### src/rtl/serial_subtractor.sv
// Bit-serial two's-complement subtractor: D = A - B, one bit per clock, LSB first.
// start/busy/done handshake; D, Bout and V hold until the next operation completes.
module serial_subtractor #(
    parameter int WIDTH = 8
) (
    input  logic             clk,
    input  logic             rst,
    input  logic             start,
    input  logic [WIDTH-1:0] A,
    input  logic [WIDTH-1:0] B,
    output logic             busy,
    output logic             done,
    output logic [WIDTH-1:0] D,
    output logic             Bout,
    output logic             V
);

    localparam int CW = $clog2(WIDTH);
    localparam logic [CW-1:0] LAST_BIT = CW'(WIDTH - 1);

    typedef enum logic [1:0] {
        IDLE  = 2'd0,
        SHIFT = 2'd1,
        DONE  = 2'd2
    } state_t;

    state_t           state_reg;
    logic [WIDTH-1:0] a_sh_reg;
    logic [WIDTH-1:0] b_sh_reg;
    logic [WIDTH-1:0] work_reg;
    logic [CW-1:0]    cnt_reg;
    logic             borrow_reg;
    logic             a_msb_reg;
    logic             b_msb_reg;
    logic             busy_reg;
    logic             done_reg;
    logic [WIDTH-1:0] d_reg;
    logic             bout_reg;
    logic             v_reg;

    logic             a_bit;
    logic             b_bit;
    logic             diff_bit;
    logic             borrow_next;
    logic [WIDTH-1:0] work_next;

    // One full-subtractor cell; the difference bit enters the working register at the MSB.
    always_comb begin
        a_bit       = a_sh_reg[0];
        b_bit       = b_sh_reg[0];
        diff_bit    = a_bit ^ b_bit ^ borrow_reg;
        borrow_next = (~a_bit & b_bit) | (~(a_bit ^ b_bit) & borrow_reg);
        work_next   = {diff_bit, work_reg[WIDTH-1:1]};
    end

    always_ff @(posedge clk or posedge rst) begin
        if (rst) begin
            state_reg  <= IDLE;
            a_sh_reg   <= '0;
            b_sh_reg   <= '0;
            work_reg   <= '0;
            cnt_reg    <= '0;
            borrow_reg <= 1'b0;
            a_msb_reg  <= 1'b0;
            b_msb_reg  <= 1'b0;
            busy_reg   <= 1'b0;
            done_reg   <= 1'b0;
            d_reg      <= '0;
            bout_reg   <= 1'b0;
            v_reg      <= 1'b0;
        end else begin
            case (state_reg)
                IDLE: begin
                    done_reg <= 1'b0;
                    if (start) begin
                        a_sh_reg   <= A;
                        b_sh_reg   <= B;
                        a_msb_reg  <= A[WIDTH-1];
                        b_msb_reg  <= B[WIDTH-1];
                        work_reg   <= '0;
                        borrow_reg <= 1'b0;
                        cnt_reg    <= '0;
                        busy_reg   <= 1'b1;
                        state_reg  <= SHIFT;
                    end
                end
                SHIFT: begin
                    a_sh_reg   <= a_sh_reg >> 1;
                    b_sh_reg   <= b_sh_reg >> 1;
                    work_reg   <= work_next;
                    borrow_reg <= borrow_next;
                    if (cnt_reg == LAST_BIT) begin
                        // Results are published only here, so an aborted run never touches them.
                        d_reg     <= work_next;
                        bout_reg  <= borrow_next;
                        v_reg     <= (a_msb_reg ^ b_msb_reg) & (work_next[WIDTH-1] ^ a_msb_reg);
                        busy_reg  <= 1'b0;
                        done_reg  <= 1'b1;
                        state_reg <= DONE;
                    end else begin
                        cnt_reg <= cnt_reg + 1'b1;
                    end
                end
                DONE: begin
                    done_reg  <= 1'b0;
                    state_reg <= IDLE;
                end
                default: begin
                    busy_reg  <= 1'b0;
                    done_reg  <= 1'b0;
                    state_reg <= IDLE;
                end
            endcase
        end
    end

    assign busy = busy_reg;
    assign done = done_reg;
    assign D    = d_reg;
    assign Bout = bout_reg;
    assign V    = v_reg;

endmodule

### config.mk
export PLATFORM = sky130hd
export DESIGN_NAME = serial_subtractor
export DESIGN_NICKNAME = d
export VERILOG_FILES = /design/src/rtl/serial_subtractor.sv
export SDC_FILE = /design/constraint.sdc
export NUM_CORES = 1
export LEC_CHECK = 0
export ABC_AREA = 1
export CAP_MARGIN = 20
export CELL_PAD_IN_SITES_DETAIL_PLACEMENT = 0
export CELL_PAD_IN_SITES_GLOBAL_PLACEMENT = 1
export CORE_MARGIN = 3
export CORE_UTILIZATION = 43
export DETAILED_ROUTE_END_ITERATION = 7
export PLACE_DENSITY_LB_ADDON = 0.1
export SYNTH_ARGS = -nofsm -noshare
export SYNTH_HDL_FRONTEND = slang
export SYNTH_SLANG_ARGS = --single-unit
### constraint.sdc
create_clock -name clk -period 2.9 [get_ports clk]
set_clock_uncertainty 0.05 [all_clocks]
set_input_delay 0.58 -clock clk [delete_from_list [all_inputs] [get_ports clk]]
set_output_delay 0.58 -clock clk [all_outputs]
set_load 0.005 [all_outputs]
==> results of run 1 <==
[routing by layer]
metal | wire, µm | track usage
met1 | 1900 | 0.227
met2 | 1790 | 0.249
met3 | 227 | 0.0534
met4 | 22 | 0.0483
met5 | 0 | 0
[logic make-up (layout without fill, tap and decap cells)]
| logic type | count (synthesis) | count (layout) | share of synthesized area |
|---|---|---|---|
| AND/OR/NAND/NOR | 136 | 136 | 0.297 |
| flip-flops | 43 | 43 | 0.543 |
| buffers and inverters | 28 | 58 | 0.0700 |
| AO/OA/AOI/OAI | 20 | 20 | 0.0675 |
| adder cells (fa/ha/maj) | 3 | 3 | 0.0227 |
[cells in the final DEF (no fill, tap or decap)]
master | Yosys | final
ha_1 | 2 | 2
o21ai_1 | 6 | 6
nor2_1 | 4 | 4
inv_6 | 0 | 1
nand2_1 | 88 | 88
clkinvlp_4 | 0 | 2
o21ai_2 | 9 | 9
nand3_1 | 37 | 37
clkdlybuf4s50_1 | 0 | 30
nand4_1 | 3 | 3
o21ai_0 | 5 | 5
nand2_4 | 2 | 2
dfrtp_1 | 43 | 43
nand2_2 | 1 | 1
buf_4 | 3 | 3
fa_1 | 1 | 1
inv_1 | 15 | 15
inv_2 | 2 | 2
nor2_4 | 1 | 1
clkbuf_8 | 0 | 5
[metrics by stage]
step,power (mW),instances
after floorplan,1.75,230
after global placement,2.04,304
after detailed placement,2.05,304
after CTS,2.47,312
after global routing,2.68,312
final,2.42,312
[power breakdown]
group          leakage [nW]  internal [mW]  total [mW]  switching (mW)
clock                0.0408          0.172       0.392           0.220
sequential            0.545          0.858       0.991           0.133
combinational         0.617          0.440        1.04           0.600
total                  1.20           1.47        2.42           0.952
[area by class of cell]
| type | count | area, µm² | share of cell area |
|---|---|---|---|
| Sequential cell | 43 | 1080 | 0.450 |
| Multi-Input combinational cell | 159 | 768 | 0.322 |
| Timing Repair Buffer | 33 | 323 | 0.135 |
| Clock buffer | 5 | 68.8 | 0.0288 |
| Tap cell | 52 | 65.1 | 0.0272 |
| Inverter | 17 | 63.8 | 0.0267 |
| Clock inverter | 3 | 23.8 | 0.00995 |
[path summary, 6_finish.rpt]
| check | to | slack (ns) | cells after the start |
|---|---|---|---|
| setup / recovery | work_reg[7] | 0.88 | 4 |
| hold / removal | work_reg[5] | 0.43 | 2 |
| setup reg to reg | work_reg[7] | 0.88 | 4 |
| hold reg to reg | work_reg[5] | 0.43 | 2 |
| max in group asynchronous | cnt_reg[2] | 1.76 | 3 |
| min in group asynchronous | Bout | 0.66 | 3 |
[cell usage after synthesis]
library cell | number | area [µm²]
nand2_4 | 2 | 22.5
ha_1 | 2 | 25.0
o21ai_0 | 5 | 25.0
inv_1 | 15 | 56.3
o21ai_1 | 6 | 30.0
buf_6 | 2 | 22.5
nor2_1 | 4 | 15.0
inv_2 | 2 | 7.51
buf_4 | 3 | 22.5
o21ai_2 | 9 | 78.8
nand3_1 | 37 | 185
nand2_2 | 1 | 6.26
buf_2 | 6 | 30.0
nand4_1 | 3 | 18.8
nand2_1 | 88 | 330
nor2_4 | 1 | 11.3
fa_1 | 1 | 20.0
dfrtp_1 | 43 | 1080
[worst reg2reg max path: stages (launching register included)]
cell and delay [ns]:
dfrtp_1 0.43, inv_2 0.31, nand2_4 0.30, nand2_1 0.64, o21ai_0 0.15
==> run_results.csv, run 1 <==
group,metric,value,unit
clock_network,cts_hold_buf,0,
sta,slew_viol_final,0,
power_and_ir_drop,p_leak,1.20,nW
worst_hold_path,hold_class,"flop to flop",
setup_path,crit_start,"state_reg[1]",
global_routing,grt-ovfl-total,0,
cells_and_area,nFillCells,438,
sta,max_freq,494,MHz
route,dr.first_iter.drc_count,114,
cells_and_area,design_area,2390,µm²
sta,setup_ws,0.876,ns
floorplan,rows,24,
sta,min_period,2.02,ns
setup_path,start_kind,"flop",
placed_design,post-place-ws,0.826,ns
global_routing,grt_pass1_vias,1442,
sta,hold_slack,0.432,ns
setup_path,endpoint_kind,"flop",
synth,yosysWarnings,0,
clock_network,cts_setup_buffers,0,
setup_path,crit_type,"flop to flop",
synth,synthCells,230,
power_and_ir_drop,ir_drop,0.492,mV
sta,hold_viol,0,
sta,final.setup.tns,0,ns
floorplan,core,4410,µm²
run,maxCapViolations,0,
placed_design,place_congestion,0.781,
global_routing,grt_max_degree,44,
setup_path,cp_slowest_cell,"nand2_1",
setup_path,worstPathMaxFanout,35,
setup_path,r2r_start,"state_reg[1]",
clock_network,cts_resized,0,
placed_design,dpl_cell_area,2300,µm²
synth,ys_ff_latch,43,
setup_path,worstPathRequired,3.01,ns
synth,syn_area,1980,µm²
synth,yosysUniqueCellTypes,18,
cells_and_area,antenna_cells,0,
floorplan,die_w,73.9,µm
clock_network,cts.sinks,43,
clock_network,clk_pin_slew,0.09,ns
sta,rsz0062_at_grt,"no",
run_status,status,"completed",
clock_network,cts_root_buf,"clkbuf_8",
synth,synth_fp_nets,252,
synth,yosysSeqAreaShare,0.543,
placed_design,hpwl,2480,µm
worst_hold_path,min_from,"work_reg[6]",
global_routing,antenna_found_initial,0,
clock_network,clockBufferDepth,2,
setup_path,cp.buffers_inverters,1,
route,final_antenna_net_count,0,
clock_network,worstSkewPairLatency,0.30,ns
floorplan,ios,31,
cells_and_area,drive_gt1_frac,0.100,
global_routing,grt_pass1_wl,6820,µm
route,routed_wirelength,3940,µm
power_and_ir_drop,p_per_area,1010,nW/µm²
cells_and_area,final_nets,281,
global_routing,track_usage,0.165,
setup_path,crit_chain,"inv_2 -> nand2_4 -> nand2_1 -> o21ai_0",
setup_path,slowest_delay,0.63,ns
setup_path,crit_arrival,2.13,ns
cells_and_area,syn_to_final_growth,20.4,%
sta,setup_viol,0,
clock_network,htree_levels,2,
floorplan,die_y,73.9,µm
route,vias_per_cell,4.84,
clock_network,cts_buffers,5,
route,dr.pass1.iters,4,
sta,post-route-period-util,0.698,
floorplan,start_util,0.449,
setup_path,crit_family,"simple AND/OR/NAND/NOR gates",
route,vias,1509,
sta,max_slew_margin,0.526,
floorplan,die-area,5460,µm²
clock_network,cts_tree,"yes",
route,wire_per_inst,12.6,µm
cells_and_area,final_util,0.541,
synth,syn_area_per_cell,8.62,µm²
route,drc,0,
sta,worstMarginPinSlew,0.709,ns
placed_design,io_buffers,30,
Note: power is estimated with default switching activity, not from simulation.
==> inputs of run 2 (changes only) <==
Settings changed: CORE_UTILIZATION 43 to 36.
Clock period 2.9 ns to 1.7 ns, I/O delays scaled along.
==> run_results.csv, run 2 (synthesis gave the netlist of run 1 again) <==
group,metric,value,unit
clock_network,cts_root_buf,"clkbuf_8",
setup_path,endpoint_kind,"primary output",
run_status,status,"completed",
run,maxCapViolations,0,
route,routed_wirelength,4140,µm
setup_path,start_kind,"flop",
clock_network,cts_resized,0,
route,dr.pass1.iters,4,
route,vias,1558,
clock_network,htree_levels,2,
floorplan,rows,26,
global_routing,grt-ovfl-total,0,
sta,max_freq,649,MHz
route,wire_per_inst,12.3,µm
clock_network,cts_tree,"yes",
clock_network,clockBufferDepth,2,
floorplan,die-area,6440,µm²
sta,min_period,1.54,ns
floorplan,ios,31,
setup_path,worstPathMaxFanout,2,
setup_path,slowest_delay,0.51,ns
placed_design,hpwl,2830,µm
clock_network,clk_pin_slew,0.08,ns
global_routing,grt_max_degree,44,
setup_path,worst-r2r-setup-slack,0.20,ns
sta,rsz0062_at_grt,"no",
setup_path,worstPathRequired,1.31,ns
cells_and_area,nFillCells,532,
route,drc,0,
route,dr.first_iter.drc_count,84,
placed_design,dpl_cell_area,2380,µm²
cells_and_area,syn_to_final_growth,24.2,%
floorplan,die_w,80.2,µm
worst_hold_path,hold_class,"input port to async pin",
setup_path,crit_chain,"clkdlybuf4s50_1",
power_and_ir_drop,p_leak,1.24,nW
setup_path,cp.buffers_inverters,1,
sta,final.setup.tns,0,ns
clock_network,cts.sinks,43,
global_routing,track_usage,0.142,
sta,max_slew_margin,0.805,
route,final_antenna_net_count,0,
clock_network,cts_setup_buffers,0,
route,vias_per_cell,4.65,
floorplan,core,5200,µm²
placed_design,io_buffers,30,
cells_and_area,final_nets,287,
floorplan,die_y,80.2,µm
placed_design,place_congestion,0.764,
global_routing,grt_pass1_wl,7100,µm
setup_path,crit_type,"flop to primary output",
cells_and_area,drive_gt1_frac,0.117,
setup_path,cp_slowest_cell,"clkdlybuf4s50_1",
sta,slew_viol_final,0,
setup_path,crit_start,"Bout",
sta,setup_viol,0,
power_and_ir_drop,ir_drop,0.589,mV
global_routing,antenna_found_initial,0,
cells_and_area,antenna_cells,0,
setup_path,crit_family,"buffers and inverters",
cells_and_area,final_util,0.473,
clock_network,worstSkewPairLatency,0.30,ns
sta,hold_viol,0,
power_and_ir_drop,p_per_area,1710,nW/µm²
clock_network,cts_hold_buf,0,
sta,worstMarginPinSlew,0.292,ns
floorplan,start_util,0.381,
cells_and_area,design_area,2460,µm²
setup_path,r2r-end,"V",
cells_and_area,final_cell_mix,"88 x nand2_1, 43 x dfrtp_1, 37 x nand3_1, 30 x clkdlybuf4s50_1, 15 x inv_1",
sta,post-route-period-util,0.906,
clock_network,cts_buffers,5,
cells_and_area,final_common_cell,"nand2_1",
global_routing,grt_pass1_vias,1479,
setup_path,r2r_cells,6,
setup_path,r2r_start,"a_sh_reg[0]",
setup_path,crit_arrival,1.15,ns
[run 2: final cells by class]
| type | count | area, µm² | area share |
|---|---|---|---|
| sequential | 43 | 1080 | 0.437 |
| multi-input combinational | 159 | 768 | 0.312 |
| timing repair buffer | 39 | 380 | 0.154 |
| tap | 70 | 87.6 | 0.0356 |
| clock buffer | 6 | 82.6 | 0.0335 |
| inverter | 17 | 63.8 | 0.0259 |
| clock inverter | 1 | 5.00 | 0.00203 |
[run 2: worst max-delay path by stage]
stage	endpoint	slack [ns]	cells past startpoint
floorplan	Bout	0.31	1
global placement	a_msb_reg	0.09	5
detailed placement	work_reg[7]	0.11	5
CTS	D[5]	0.14	1
global route	cnt_reg[2]	0.07	6
finish	Bout	0.16	1
[run 2: worst min-delay path, cell delays in order]
cell and delay [ns]:
clkdlybuf4s50_1 0.40, inv_1 0.09, buf_12 0.24
[run 2: per-stage QoR]
step / hold WS [ns] / std cells / setup slack, ns / power (mW)
after floorplan: 0.409 / 230 / 0.307 / 2.98
after global placement: 0.407 / 328 / 0.0903 / 3.56
after detailed placement: 0.412 / 328 / 0.108 / 3.59
after CTS: 0.374 / 335 / 0.136 / 4.27
after global routing: 0.380 / 335 / 0.0716 / 4.62
final: 0.346 / 335 / 0.160 / 4.21
[run 2: report_power, final]
part	leakage (nW)	internal, mW	switching [mW]
logic	0.649	0.808	1.02
registers	0.545	1.47	0.249
clock network	0.0470	0.319	0.348
[run 2: routing by layer]
layer,up-vias,track usage,part of all wire
li1,799,-,-
met1,721,0.196,0.49
met2,32,0.213,0.45
met3,6,0.0314,0.043
met4,0,0.0608,0.012
met5,-,0,0
==> variant 1: new RTL, flow settings as in run 1 <==
Reset style: synchronous (`rst`), changed in one clocked block.
--- a/src/rtl/serial_subtractor.sv
+++ b/src/rtl/serial_subtractor.sv
@@ -54,5 +54,5 @@
     end
 
-    always_ff @(posedge clk or posedge rst) begin
+    always_ff @(posedge clk) begin
         if (rst) begin
             state_reg  <= IDLE;
Check against the original RTL: differs if rst is asserted again (counterexample within 4 cycles, from zero or initial values and one cycle with rst high); with rst held inactive, the same outputs for 10 cycles.
==> variant 1 against run 1 <==
- fmax increased by 9.1%
- routed wire length shrank 4.0%
- design area shrank 5.6%
- worst setup slack better by 170 ps
- sequential cell count stayed put
- final cell count increased by 7.7%
- area after synthesis shrank 7.1%
- critical endpoint is now V$_SDFFE_PP0P_
Power is not compared: it rests on default switching activity, and its combinational part moved more than twofold at a synthesized area within 25%.
==> variant 1: results (changes against run 1) <==
R2R Setup Slk - 1380 ps (was 880 ps)
first-pass GRT wire length - 6750 um (was 6820 um)
cts repair resizes - 0 (unchanged)
CP delay by family, top - buffers and inverters (was simple AND/OR/NAND/NOR gates)
Max-slew headroom - 75.3% (was 52.6%)
Arrival @ worst endpoint - 2000 ps (was 2130 ps)
crit path launch - rst (was state_reg[1]$_DFFE_PP0P_)
worst setup path end - V$_SDFFE_PP0P_ (was work_reg[7]$_DFFE_PP0P_)
r2r startpoint - cnt_reg[0]$_SDFFE_PP0P_ (was state_reg[1]$_DFFE_PP0P_)
WL met1 - 1930 um (was 1900 um)
DRT iter0 DRCs - 160 (was 114)
pin count of the biggest net entering global routing - 33 (was 44)
ys async rst share - 0% (was 100%)
GRT Overall Usage - 16.6% (was 16.5%)
met3 WL - 189 um (was 227 um)
filler-free cell count of the finished design - 336 (was 312)
outcome - finished clean (unchanged)
net count reported at finish - 307 (was 281)
Met2 Routed Length - 1620 um (was 1790 um)
synthesized area per cell - 7.17 sq um (was 8.62 sq um)
r2r endpoint - D[7]$_SDFFE_PP0P_ (was work_reg[7]$_DFFE_PP0P_)
Worst VDD drop - 0.378 mV
met1 GRT Util - 22.4% (was 22.7%)
met3 usage - 5.33% (was 5.34%)
smallest hold slack - 415 ps (was 432 ps)
Routability Congestion - 0.755 (was 0.781)
Area growth, synth to finish - 22.4% (was 20.4%)
vias in the first global route - 1,485 (was 1,442)
dpl cells - 328 (was 304)
Post-DP HPWL - 2490 um (was 2480 um)
worst reg-to-reg path cell count - 7 (was 4)
layout cells sized above 1 - 6.29% (was 10.0%)
CP max FO - 32 (was 35)
placed cell area - 0.00214 sq mm (was 0.00230 sq mm)
Post-Route WL - 3780 um (was 3940 um)
worst slack, placed - 740 ps (was 826 ps)
syn nets - 279 (was 252)
slowest CP cell - clkdlybuf4s50_1 (was nand2_1)
Commonest cells post-synth - 81 x nand2_1, 54 x nor2_1, 43 x dfxtp_1 (was 88 x nand2_1, 43 x dfrtp_1, 37 x nand3_1)
clk_lat worst skew - 290 ps
CP max stage delay - 680 ps (was 630 ps)
minimum clock period - 1850 ps (was 2020 ps)
Area contributors post-synth - dfxtp_1 47%, nand2_1 16%, nor2_1 11% (was dfrtp_1 54%, nand2_1 17%, nand3_1 9.3%)
GR Util met2 - 24.7% (was 24.9%)
total number of yosys warnings - 0 (unchanged)
sequential share of power - 50.7%
Synth cell types - 21 (was 18)
vias - 1,548 (was 1,509)
HP Start - work_reg[2]$_SDFFE_PP0P_ (was work_reg[6]$_DFFE_PP0P_)
WHS Endpoint - work_reg[1]$_SDFFE_PP0P_ (was work_reg[5]$_DFFE_PP0P_)
post-synthesis sequential area ratio - 46.7% (was 54.3%)
hold_buf cts - 0 (unchanged)
variant 1: changes by cell type after synthesis, moves of 5 or more:
| cell | change |
|---|---|
| nor2_1 | +50 |
| dfxtp_1 | +43 |
| dfrtp_1 | -43 |
| o21ai_2 | -8 |
| nand3_1 | -24 |
| a21oi_1 | +6 |
| o21ai_0 | +5 |
| nand2_1 | -7 |
| o21ai_1 | +8 |
variant 1: cell families after synthesis:
kind of cell | after synthesis | synth area share (%)
AO/OA/AOI/OAI | 31 | 8.62
adder cells (fa/ha/maj) | 3 | 2.44
buffers and inverters | 26 | 7.53
flip-flops | 43 | 46.7
AND/OR/NAND/NOR | 154 | 34.7
variant 1: layout make-up:
class | instances | area (sq um)
Clock buffer | 6 | 82.6
Clock inverter | 2 | 35.0
Fill cell | 421 | 1800
Inverter | 15 | 56.3
Multi-Input combinational cell | 188 | 843
Sequential cell | 43 | 861
Tap cell | 50 | 62.6
Timing Repair Buffer | 32 | 315
==> variant 2: new RTL, config.mk and constraints of run 1 <==
Made on the original files. Change the parameter `WIDTH` from 8 to 4.
--- a/src/rtl/serial_subtractor.sv
+++ b/src/rtl/serial_subtractor.sv
@@ -2,5 +2,5 @@
 // start/busy/done handshake; D, Bout and V hold until the next operation completes.
 module serial_subtractor #(
-    parameter int WIDTH = 8
+    parameter int WIDTH = 4
 ) (
     input  logic             clk,
Interface: changed (resized A, B and D); port bits go from 31 to 19. No check against the original RTL was run, so the function may have changed too.
==> variant 2 against run 1 <==
- worst setup slack gained 190 ps
- sequential cell count shrank 17
- design area down 40%
- area after synthesis shrank 39%
- total power fell by 37%
- first-iteration DRC count is 69% lower
- combinational power fell by 33%
- routed wire length down 45%
- utilization grew 1.4 points
- highest routed layer unchanged
==> variant 2: results (changes against run 1) <==
Root Buffer - clkbuf_4 (was clkbuf_8)
HP Start - busy$_DFFE_PP0P_ (was work_reg[6]$_DFFE_PP0P_)
Inverters - 25 (was 17)
Yosys reg bits - 26 (was 43)
DRT iter0 DRCs - 35 (was 114)
switch share - 40.0% (was 39.3%)
sequential share of power - 41.9% (was 40.9%)
vias - 910 (was 1,509)
slowest CP cell - clkdlybuf4s50_1 (was nand2_1)
met3 usage - 2.61% (was 5.34%)
TritonCTS Buffers - 3 (was 5)
filler cell count - 232 (was 438)
Area contributors post-synth - dfrtp_1 53%, nand3_1 10%, nand2_1 10% (was dfrtp_1 54%, nand2_1 17%, nand3_1 9.3%)
post-synthesis adder-cell area fraction - 2.67% (was 2.27%)
WL met1 - 1040 um (was 1900 um)
Met2 Routed Length - 1000 um (was 1790 um)
Worst VDD drop - 0.694 mV (was 0.492 mV)
Arrival @ worst endpoint - 1210 ps (was 2130 ps)
Synth cell types - 16 (was 18)
Post-DP HPWL - 1530 um (was 2480 um)
net count reported at finish - 171 (was 281)
WHS Endpoint - busy$_DFFE_PP0P_ (was work_reg[5]$_DFFE_PP0P_)
vias in the first global route - 854 (was 1,442)
first-pass GRT wire length - 3770 um (was 6820 um)
met1 GRT Util - 20.2% (was 22.7%)
CP max FO - 2 (was 35)
CP max stage delay - 500 ps (was 630 ps)
Post-Route WL - 2150 um (was 3940 um)
Pwr Total - 1.52 mW (was 2.42 mW)
Multi-In Gates - 83 (was 159)
pin count of the biggest net entering global routing - 27 (was 44)
Seq area share - 45.3% (was 45.0%)
GRT Overall Usage - 14.4% (was 16.5%)
Comb pwr share - 45.9% (was 42.9%)
clk_lat worst skew - 320 ps (was 300 ps)
area of the multi-input gates - 432 sq um (was 768 sq um)
GR Util met2 - 22.3% (was 24.9%)
layout cells sized above 1 - 11.5% (was 10.0%)
clkbuf count - 4 (was 5)
Max-slew headroom - 69.8% (was 52.6%)
Routability Congestion - 0.722 (was 0.781)
syn nets - 152 (was 252)
Port Buffers - 18 (was 30)
H-tree depth - 1 (was 2)
R2R Setup Slk - 1140 ps (was 880 ps)
P_leak - 0.734 nW (was 1.20 nW)
Non-CTS buffers - 19 (was 33)
outcome - finished clean (unchanged)
-- variant 2: worst max-delay path by stage --
stage / start / to / slack [ps]
finish: done$_DFFE_PP0P_ / done / 1060
global route: state_reg[1]$_DFFE_PP0P_ / work_reg[2]$_DFFE_PP0P_ / 940
CTS: done$_DFFE_PP0P_ / done / 1060
detailed placement: start / work_reg[2]$_DFFE_PP0P_ / 940
global placement: start / work_reg[2]$_DFFE_PP0P_ / 1000
floorplan: a_sh_reg[0]$_DFFE_PP0P_ / V$_DFFE_PP0P_ / 1530
-- variant 2: kinds of logic after synthesis --
logic type | count (synthesis)
simple gates | 67
buf+inv | 30
flops | 26
compound gates | 14
fa+ha+maj | 2
-- variant 2: per-stage QoR --
step	hold WS, ps	setup slack, ps	utilization [%]	std cells
final	439	1060	55.5	187
after global routing	479	939	55.5	187
after CTS	443	1060	55.5	187
after detailed placement	410	940	54.1	183
after global placement	407	1000	54.1	183
after floorplan	403	1530	-	139
